## config.mk

```make
export PLATFORM = sky130hd
export DESIGN_NAME = arbitro_escritura_banco
export DESIGN_NICKNAME = d
export VERILOG_FILES = /design/src/rtl/arbitro_escritura_banco_pkg.sv /design/src/rtl/arbitro_escritura_banco.sv
export SDC_FILE = /design/constraint.sdc
export NUM_CORES = 1
export LEC_CHECK = 0
export CORE_UTILIZATION = 46
export DETAILED_ROUTE_END_ITERATION = 12
export GPL_TIMING_DRIVEN = 0
export PLACE_DENSITY = 0.92
export SYNTH_ARGS = -nofsm -noshare
export SYNTH_HDL_FRONTEND = slang
export SYNTH_SLANG_ARGS = --single-unit
```

## constraint.sdc

```tcl
create_clock -name clk -period 3.7 [get_ports clk]
set_input_delay 0.74 -clock clk [delete_from_list [all_inputs] [get_ports clk]]
set_output_delay 0.74 -clock clk [all_outputs]
set_load 0.05 [all_outputs]
```

## src/rtl/arbitro_escritura_banco_pkg.sv

```systemverilog
// Shared definitions for the register-bank write arbiter.
// Holds the FSM state encodings, the requester identifiers and the
// two-requester round-robin winner selection used by the arbiter.
package arbitro_escritura_banco_pkg;

  // FSM state encodings, shared so the parent and any monitors can decode them.
  typedef enum logic [1:0] {
    ST_IDLE  = 2'b00,
    ST_WRITE = 2'b01,
    ST_CLEAR = 2'b10
  } estado_t;

  // Requester identifiers, also the encoding of the round-robin pointer.
  localparam logic REQ_0 = 1'b0;
  localparam logic REQ_1 = 1'b1;

  // Winner among two requesters: a lone requester always wins; when both are
  // active the round-robin pointer decides. Only meaningful if req0|req1.
  function automatic logic elige_ganador(input logic req0,
                                         input logic req1,
                                         input logic ptr);
    if (req0 && req1) begin
      return ptr;
    end else if (req1) begin
      return REQ_1;
    end else begin
      return REQ_0;
    end
  endfunction

endpackage

```

## src/rtl/arbitro_escritura_banco.sv

```systemverilog
// Write arbiter for a 2^M x N register bank: two round-robin requesters plus a
// full-bank clear that has priority over both.
// Ports: clk/rst (sync, active-high); req0/req1 with addr0/addr1 and
// data0/data1 held until ack0/ack1; clr_req starts a clear; we/addr_rd/data_in
// drive the bank write port; busy flags WRITE/CLEAR; clr_done marks the last
// clear write. All outputs are registered: a request sampled in IDLE at edge t
// shows we/ack during cycle t+1, so at most one write every two cycles.
module arbitro_escritura_banco #(
  parameter int N = 4,
  parameter int M = 4
) (
  input  logic         clk,
  input  logic         rst,
  input  logic         req0,
  input  logic         req1,
  input  logic [M-1:0] addr0,
  input  logic [M-1:0] addr1,
  input  logic [N-1:0] data0,
  input  logic [N-1:0] data1,
  input  logic         clr_req,
  output logic         ack0,
  output logic         ack1,
  output logic         we,
  output logic [M-1:0] addr_rd,
  output logic [N-1:0] data_in,
  output logic         busy,
  output logic         clr_done
);

  import arbitro_escritura_banco_pkg::*;

  // Highest bank address; the clear sweep ends on it. M >= 1 is assumed.
  localparam logic [M-1:0] ULTIMA = {M{1'b1}};

  estado_t        estado;
  estado_t        estado_nx;

  logic           ptr;
  logic           ptr_nx;
  logic [M-1:0]   cnt;
  logic [M-1:0]   cnt_nx;
  logic [M-1:0]   cnt_inc;
  logic           gana;

  // Next values of the registered outputs.
  logic           we_nx;
  logic           ack0_nx;
  logic           ack1_nx;
  logic           busy_nx;
  logic           clr_done_nx;
  logic [M-1:0]   addr_nx;
  logic [N-1:0]   data_nx;

  assign gana    = elige_ganador(req0, req1, ptr);
  assign cnt_inc = cnt + M'(1);

  // ---------------------------------------------------------------------------
  // State register
  // ---------------------------------------------------------------------------
  always_ff @(posedge clk) begin
    if (rst) begin
      estado <= ST_IDLE;
    end else begin
      estado <= estado_nx;
    end
  end

  // ---------------------------------------------------------------------------
  // Next-state logic. Inputs are only looked at in IDLE; anything arriving
  // during WRITE or CLEAR is ignored until the FSM is back in IDLE.
  // ---------------------------------------------------------------------------
  always_comb begin
    estado_nx = estado;
    case (estado)
      ST_IDLE: begin
        if (clr_req) begin
          estado_nx = ST_CLEAR;
        end else if (req0 || req1) begin
          estado_nx = ST_WRITE;
        end
      end
      ST_WRITE: begin
        estado_nx = ST_IDLE;
      end
      ST_CLEAR: begin
        if (cnt == ULTIMA) begin
          estado_nx = ST_IDLE;
        end
      end
      default: begin
        estado_nx = ST_IDLE;
      end
    endcase
  end

  // ---------------------------------------------------------------------------
  // Output logic. Outputs are registered, so this computes the values for the
  // state being entered; they then appear during the cycle spent in it.
  // The winner's addr/data are captured straight into addr_rd/data_in, which
  // doubles as the request latch. The pointer is moved to the other requester
  // on the same edge the write is issued, well before the next arbitration.
  // ---------------------------------------------------------------------------
  always_comb begin
    we_nx       = 1'b0;
    ack0_nx     = 1'b0;
    ack1_nx     = 1'b0;
    busy_nx     = 1'b0;
    clr_done_nx = 1'b0;
    addr_nx     = addr_rd;   // IDLE holds the last address and data
    data_nx     = data_in;
    ptr_nx      = ptr;
    cnt_nx      = cnt;
    case (estado)
      ST_IDLE: begin
        if (clr_req) begin
          // Clear wins over any pending request; sweep starts at address 0.
          we_nx   = 1'b1;
          busy_nx = 1'b1;
          addr_nx = '0;
          data_nx = '0;
          cnt_nx  = '0;
        end else if (req0 || req1) begin
          we_nx   = 1'b1;
          busy_nx = 1'b1;
          addr_nx = (gana == REQ_1) ? addr1 : addr0;
          data_nx = (gana == REQ_1) ? data1 : data0;
          ack0_nx = (gana == REQ_0);
          ack1_nx = (gana == REQ_1);
          ptr_nx  = ~gana;
        end
      end
      ST_WRITE: begin
        // Single write cycle; defaults return the outputs to idle values.
      end
      ST_CLEAR: begin
        if (cnt != ULTIMA) begin
          we_nx       = 1'b1;
          busy_nx     = 1'b1;
          addr_nx     = cnt_inc;
          data_nx     = '0;
          cnt_nx      = cnt_inc;
          clr_done_nx = (cnt_inc == ULTIMA);
        end else begin
          // Last clear write just went out; counter wraps for the next clear.
          cnt_nx = '0;
        end
      end
      default: begin
      end
    endcase
  end

  // ---------------------------------------------------------------------------
  // Output, pointer and clear-counter registers. Reset aborts any write or
  // clear in flight; the pointer is untouched by clears.
  // ---------------------------------------------------------------------------
  always_ff @(posedge clk) begin
    if (rst) begin
      we       <= 1'b0;
      ack0     <= 1'b0;
      ack1     <= 1'b0;
      busy     <= 1'b0;
      clr_done <= 1'b0;
      addr_rd  <= '0;
      data_in  <= '0;
      ptr      <= REQ_0;
      cnt      <= '0;
    end else begin
      we       <= we_nx;
      ack0     <= ack0_nx;
      ack1     <= ack1_nx;
      busy     <= busy_nx;
      clr_done <= clr_done_nx;
      addr_rd  <= addr_nx;
      data_in  <= data_nx;
      ptr      <= ptr_nx;
      cnt      <= cnt_nx;
    end
  end

endmodule

```

==> impl_metrics.env <==
export IMPL_cts_tree="done"
export IMPL_hold_depth=2
export IMPL_path_max_fanout=2
export IMPL_grt_setup_unrepaired="false"
export IMPL_cts_buffers=3
export IMPL_post_route_period_util=0.610
export IMPL_grt_pass1_wl_mm=3.49
export IMPL_wl_per_cell_um=12.3
export IMPL_cts_setup_buffers=0
export IMPL_cp_start_kind="register"
export IMPL_ir_worst_vdd_mv=0.281
export IMPL_fin_nets=167
export IMPL_grt_max_degree=12
export IMPL_cp_arrival_ps=1520
export IMPL_crit_chain="buf_4 -> clkdlybuf4s50_1"
export IMPL_num_vias=906
export IMPL_areaGrowthSynthToFinish_pct=40.6
export IMPL_clock_latency_ps=290
export IMPL_synth_async_reset_ratio=0
export IMPL_drt_iter0_drc=13
export IMPL_yosysTopAreaCellShare=0.407
export IMPL_finalPower_w=0.000446
export IMPL_synthTopCellsByCount="19 x dfxtp_1, 13 x nor2_1, 9 x and3_1"
export IMPL_rrSetupSlack_ps=2040
export IMPL_fmax_mhz=443
export IMPL_syn_nets=130
export IMPL_postCtsResizedCells=0
export IMPL_cpPeakStageDelay_ps=780
export IMPL_fillers=150
export IMPL_critPathSlowestCell="clkdlybuf4s50_1"
export IMPL_synth_largest_area_cell="dfxtp_1"
export IMPL_row_count=15
export IMPL_rr_startpoint="cnt[0]"
export IMPL_vias_per_cell=5.39
export IMPL_seq_area_frac_synth=0.407
export IMPL_dp_hpwl_mm=1.66
export IMPL_yosysMostFrequentCell="dfxtp_1"
export IMPL_r2r_cells=5
export IMPL_hold_viol=0
export IMPL_chipHeight_um=47.1
export IMPL_cp_end_kind="primary output"
export IMPL_die_area_um2=2220
export IMPL_initial_core_util=0.513
export IMPL_wirelength_mm=2.07
export IMPL_fin_util=0.722
export IMPL_clockBufferDepth=2
export IMPL_cts_num_sinks=19
export IMPL_max_cap_violations=0
export IMPL_powerDensity_nw_per_um2=339
export IMPL_gp_congestion=0.742
export IMPL_worstReg2RegEnd="addr_rd[0]"
export IMPL_grtUsageTotal=0.223
export IMPL_hold_buffers=0
export IMPL_worstHoldEndpoint="data_in[0]"
export IMPL_skew_ps=6.81
export IMPL_critPathKind="reg2out"
export IMPL_synth_flop_cell="dfxtp_1"
export IMPL_worstMarginPinSlew_ps=524
export IMPL_die_w_um=47.1
export IMPL_power_leakage_nw=0.505
export IMPL_synth_edf_count=0
export IMPL_port_buffers=32
export IMPL_clkSlewWorstSetupHoldPaths_ps=110
export IMPL_root_buffer="clkbuf_4"
export IMPL_synthTopCellsByArea="dfxtp_1 41%, a21boi_0 6.4%, and3_1 6.0%, nor2_1 5.2%, a311oi_1 3.7%"
export IMPL_cp_data_required_time_ps=2960
export IMPL_synthCells=107
export IMPL_route_detailed_drc=0
export IMPL_synth_area_um2=935
export IMPL_synth_seq_cells=19
export IMPL_status="completed"
export IMPL_min_path_type="reg2reg"
export IMPL_core_area_um2=1820
export IMPL_antenna_found_initial=0
export IMPL_gr_total_overflow=0
export IMPL_htree_levels=1
export IMPL_period_needed_ps=2260
export IMPL_ys_warn_count=0
export IMPL_tns_ps=0
export IMPL_dr_pass1_iters=4
export IMPL_diodes=0
export IMPL_synth_cell_types=30
export IMPL_pin_count=34
export IMPL_relSlewSlack=0.649
export IMPL_finalSetupViolations=0
export IMPL_drive_gt1_frac=0.0699
export IMPL_grt_pass1_vias=851
export IMPL_maxSlewViolCount=0
export IMPL_final_antenna_net_count=0
export IMPL_syn_area_per_cell_um2=8.74
export IMPL_hold_path_startpoint="data_in[0]"
-- registers in the layout, indices dropped and copies added, names as in the netlist --
register,cells
ack0,1
ack1,1
addr_rd,4
busy,1
clr_done,1
cnt,4
data_in,4
estado,2
ptr,1
-- per-layer routing --
layer  up-vias  GRT usage  part of all wire
met1       406      0.258              0.43
met5         -          0                 0
li1        468          -                 -
met4         0     0.0686            0.0039
met3         2     0.0462             0.063
met2        30      0.411              0.50
-- worst max-delay path by stage --
stage | startpoint | endpoint | slack, ps
2_1_floorplan | busy | we | 2070
3_3_place_gp | req1 | addr_rd[2] | 1350
3_5_place_dp | req1 | data_in[2] | 1270
4_1_cts | busy | we | 1430
5_1_grt | busy | we | 1390
6_report | busy | we | 1440
-- stage by stage --
step / instance area, um2 / instances / worst slack, ps / hold WS (ps)
floorplan: 935 / 107 / 2070 / 471
global placement: 1290 / 164 / 1350 / 446
detailed placement: 1290 / 164 / 1270 / 456
CTS: 1310 / 168 / 1430 / 475
global route: 1310 / 168 / 1390 / 494
finish: 1310 / 168 / 1440 / 470
-- cell type report --
class | instances | area, um2 | share of cell area
multi-input cells | 80 | 519 | 0.395
flip-flops and latches | 19 | 380 | 0.290
repair buffers | 32 | 320 | 0.244
plain buffers | 7 | 31.3 | 0.0238
well taps | 25 | 31.3 | 0.0238
clock buffers | 3 | 22.5 | 0.0171
clock inverters | 1 | 5.00 | 0.00381
inverters | 1 | 3.75 | 0.00286
-- cells by family (layout without fill, tap and decap cells) --
group / Yosys count / after routing / synth area share
fa+ha+maj: 2 / 2 / 0.0268
xor+xnor: 2 / 2 / 0.0187
simple gates: 41 / 41 / 0.237
buf+inv: 8 / 44 / 0.0375
compound gates: 35 / 35 / 0.273
flops: 19 / 19 / 0.407
-- report_power, final --
group	total [W]	leakage [nW]	internal, W	switching (W)
Combinational	0.000121	0.332	0.0000531	0.0000677
Sequential	0.000224	0.156	0.000216	0.00000824
Clock	0.000101	0.0177	0.0000401	0.0000608
-- worst max-delay path: cells and delay by family (launching register included) --
| family | cells | cell delay, ps |
|---|---|---|
| flops | 1 | 340 |
| buf+inv | 2 | 880 |
-- placed cells by master (no fill, tap or decap), types with 4 or more instances in the layout --
master,synthesis,final
a21oi_1,6,6
clkdlybuf4s50_1,0,32
and3_1,9,9
dfxtp_1,19,19
a311oi_1,4,4
o21ai_0,7,7
nor2_1,13,13
clkbuf_1,5,5
nand2_1,6,6
a21boi_0,8,8
Note: power is estimated with default switching activity, not from simulation.
==> variant (same flow settings) <==
Take the reset off `addr_rd` and `data_in` and load them in a clocked block of their own.
--- a/src/rtl/arbitro_escritura_banco.sv
+++ b/src/rtl/arbitro_escritura_banco.sv
@@ -161,8 +161,6 @@
       ack1     <= 1'b0;
       busy     <= 1'b0;
       clr_done <= 1'b0;
-      addr_rd  <= '0;
-      data_in  <= '0;
       ptr      <= REQ_0;
       cnt      <= '0;
     end else begin
@@ -171,12 +169,15 @@
       ack1     <= ack1_nx;
       busy     <= busy_nx;
       clr_done <= clr_done_nx;
-      addr_rd  <= addr_nx;
-      data_in  <= data_nx;
       ptr      <= ptr_nx;
       cnt      <= cnt_nx;
     end
   end
 
+  always_ff @(posedge clk) begin
+    addr_rd <= addr_nx;
+    data_in <= data_nx;
+  end
+
 endmodule
 
Check against the original RTL: not equivalent (a bounded check fails within 4 cycles, from zero or initial values and one cycle with rst high).
==> variant against the original RTL <==
- sequential cell count unchanged
- clock skew decreased by 0.0054 ns
- routed wire length decreased by 19%
- global-route usage decreased by 3.7 points
- largest power group unchanged
- first-iteration DRC count decreased by 23%
- worst setup slack got worse by 0.0047 ns
- area after synthesis decreased by 7.2%
- critical path type unchanged
- critical path depth unchanged
- hold slack improved by 0.050 ns
- total power increased by 17%
- cell area decreased by 5.1%
==> variant: results (changes against the original RTL) <==
| Metric | Value |
|---|---|
| CP endpoint | `we` |
| Post-layout nets | `136 (-19%)` |
| Initial antenna violation count | `0 (unchanged)` |
| Register area share after synthesis | `0.531 (+0.124)` |
| Reg-to-Reg Start | `cnt[0]$_SDFFE_PP0P_` |
| Clock Latency Late Sink | `0.28 ns` |
| Post-cts resize count | `0 (unchanged)` |
| Leak | `0.512 nW (+1.5%)` |
| I/O Buffers | `32 (unchanged)` |
| Slew Viols, Final | `0 (unchanged)` |
| Register-to-Register Path Depth | `3 (-2)` |
| Final GP Congestion | `0.795 (+7.1%)` |
| DR iter-0 viols | `10 (-3)` |
| Yosys warning count | `0 (unchanged)` |
| Num CTS Buffers | `3 (unchanged)` |
| Drt total wl | `1670 um (-19%)` |
| Clock root cell | `clkbuf_4` |
| Count of different cell masters after synthesis | `29 (-3.3%)` |
| Antenna Cells | `0 (unchanged)` |
| Worst Clk Skew | `0.00143 ns (-0.00537 ns)` |
| Area contributors post-synth | `edfxtp_1 28%, dfxtp_1 25%, mux2i_1 9.2%` |
| Net switching power | `168 uW (+23%)` |
| IR drop worst, VDD | `0.283 mV (+0.48%)` |
| Most frequent cells after synthesis | `11 x dfxtp_1, 11 x nor2_1, 8 x edfxtp_1, 8 x mux2i_1` |
| CTS clk-pin slew, worst paths | `approximately 0.10 ns` |
| Biggest regs | `addr_rd x4, cnt x4, data_in x4` |
| HPWL after DPL | `1350 um (-19%)` |
| Syn Nets | `99 (-24%)` |
| Layout cell share with drive strength beyond 1 | `0.125 (+0.0551)` |
| Largest net degree at the start of global routing | `12 (unchanged)` |
| Vias in the first global route | `652 (-23%)` |
| CTS H-tree lvls | `1 (unchanged)` |
| Reg2reg end | `data_in[3]$_SDFFCE_PP0P_` |
| Crit. Startpoint | `busy$_SDFF_PP0_` |
| Gr usage total | `0.187 (-0.0366)` |
| R2R setup slack | `2.26 ns (+0.22 ns)` |
| Via count | `690 (-24%)` |
| Worst Tran Pin Value | `0.511 ns (-0.0128 ns)` |
| First-pass GRT wire length | `2740 um (-22%)` |
| Tightest Hold Check Type | `flip-flop to flip-flop` |
| Outcome | `completed` |
| Max Fanout on Critical Path | `2 (unchanged)` |
| Placed cell area | `1220 um2 (-5.3%)` |
| DRT Pass-1 Iters | `4 (unchanged)` |
| Clk buf depth | `2 (unchanged)` |
| EDFF count, synth | `8 (+8)` |
| Ys flop type | `dfxtp_1` |
| Post CTS Setup Buffer Count | `0 (unchanged)` |
| Async SR Flop Fraction | `0 (unchanged)` |
==> variant: cell types whose count changed after synthesis, sizes merged, moves of 4 or more <==
cell	unedited run	this run
and3	10	0
edfxtp	0	8
o21ai	9	2
clkbuf	5	1
a21boi	8	0
dfxtp	19	11
mux2i	0	8
==> variant: area by class of cell <==
class / count / area, um2
clock inverter: 1 / 5.00
timing repair buffer: 32 / 320
inverter: 3 / 11.3
clock buffer: 3 / 22.5
fill: 120 / 499
sequential: 19 / 460
multi-input combinational: 50 / 368
tap: 25 / 31.3
buffer: 4 / 27.5
==> variant: critical path, stage by stage (launching register included) <==
cell	delay, ns
dfxtp_1	0.35
buf_4	0.10
clkdlybuf4s50_1	0.79
==> variant: how the worst min path moves through the flow <==
stage	startpoint	end	slack, ns	cells after the start
after floorplan	ptr$_SDFFE_PP0P_	ptr$_SDFFE_PP0P_	0.47	1
after global placement	ptr$_SDFFE_PP0P_	ptr$_SDFFE_PP0P_	0.49	1
after detailed placement	ptr$_SDFFE_PP0P_	ptr$_SDFFE_PP0P_	0.50	1
after CTS	ptr$_SDFFE_PP0P_	ptr$_SDFFE_PP0P_	0.52	1
after global routing	ptr$_SDFFE_PP0P_	ptr$_SDFFE_PP0P_	0.56	1
final	ptr$_SDFFE_PP0P_	ptr$_SDFFE_PP0P_	0.52	1
==> variant: power groups by stage <==
stage	Sequential (mW)	Clock [mW]	Combinational (mW)
3_5_place_dp	0.257	0	0.170
5_1_grt	0.254	0.114	0.180
4_1_cts	0.252	0.105	0.170
3_3_place_gp	0.255	0	0.168
2_1_floorplan	0.315	0	0.0500
6_report	0.252	0.0988	0.169
==> variant: layer usage <==
metal / share of wire / global-route usage / routed length (um) / vias up
met5: 0 / 0 / 0 / -
met4: 0 / 0.0909 / 0 / 0
met3: 0.084 / 0.0397 / 141 / 0
met2: 0.50 / 0.323 / 842 / 30
met1: 0.41 / 0.217 / 688 / 315
li1: - / - / - / 345
==> variant: kinds of logic after synthesis <==
logic type | after synthesis | share of synthesized area
adders and majority gates | 2 | 0.0289
AOI/OAI and AO/OA | 16 | 0.143
buffers and inverters | 7 | 0.0447
muxes | 8 | 0.0924
xor gates and xnor gates | 2 | 0.0202
and+or+nand+nor | 22 | 0.140
DFF | 19 | 0.531
==> variant: stage by stage <==
stage / hold WS, ns / power [mW] / worst slack, ns / utilization / instances
final: 0.520 / 0.520 / 1.44 / 0.714 / 137
after global routing: 0.557 / 0.548 / 1.36 / 0.714 / 137
after CTS: 0.519 / 0.528 / 1.42 / 0.714 / 137
after detailed placement: 0.502 / 0.427 / 1.48 / 0.698 / 133
after global placement: 0.488 / 0.423 / 1.52 / 0.698 / 133
after floorplan: 0.474 / 0.365 / 2.07 / - / 76
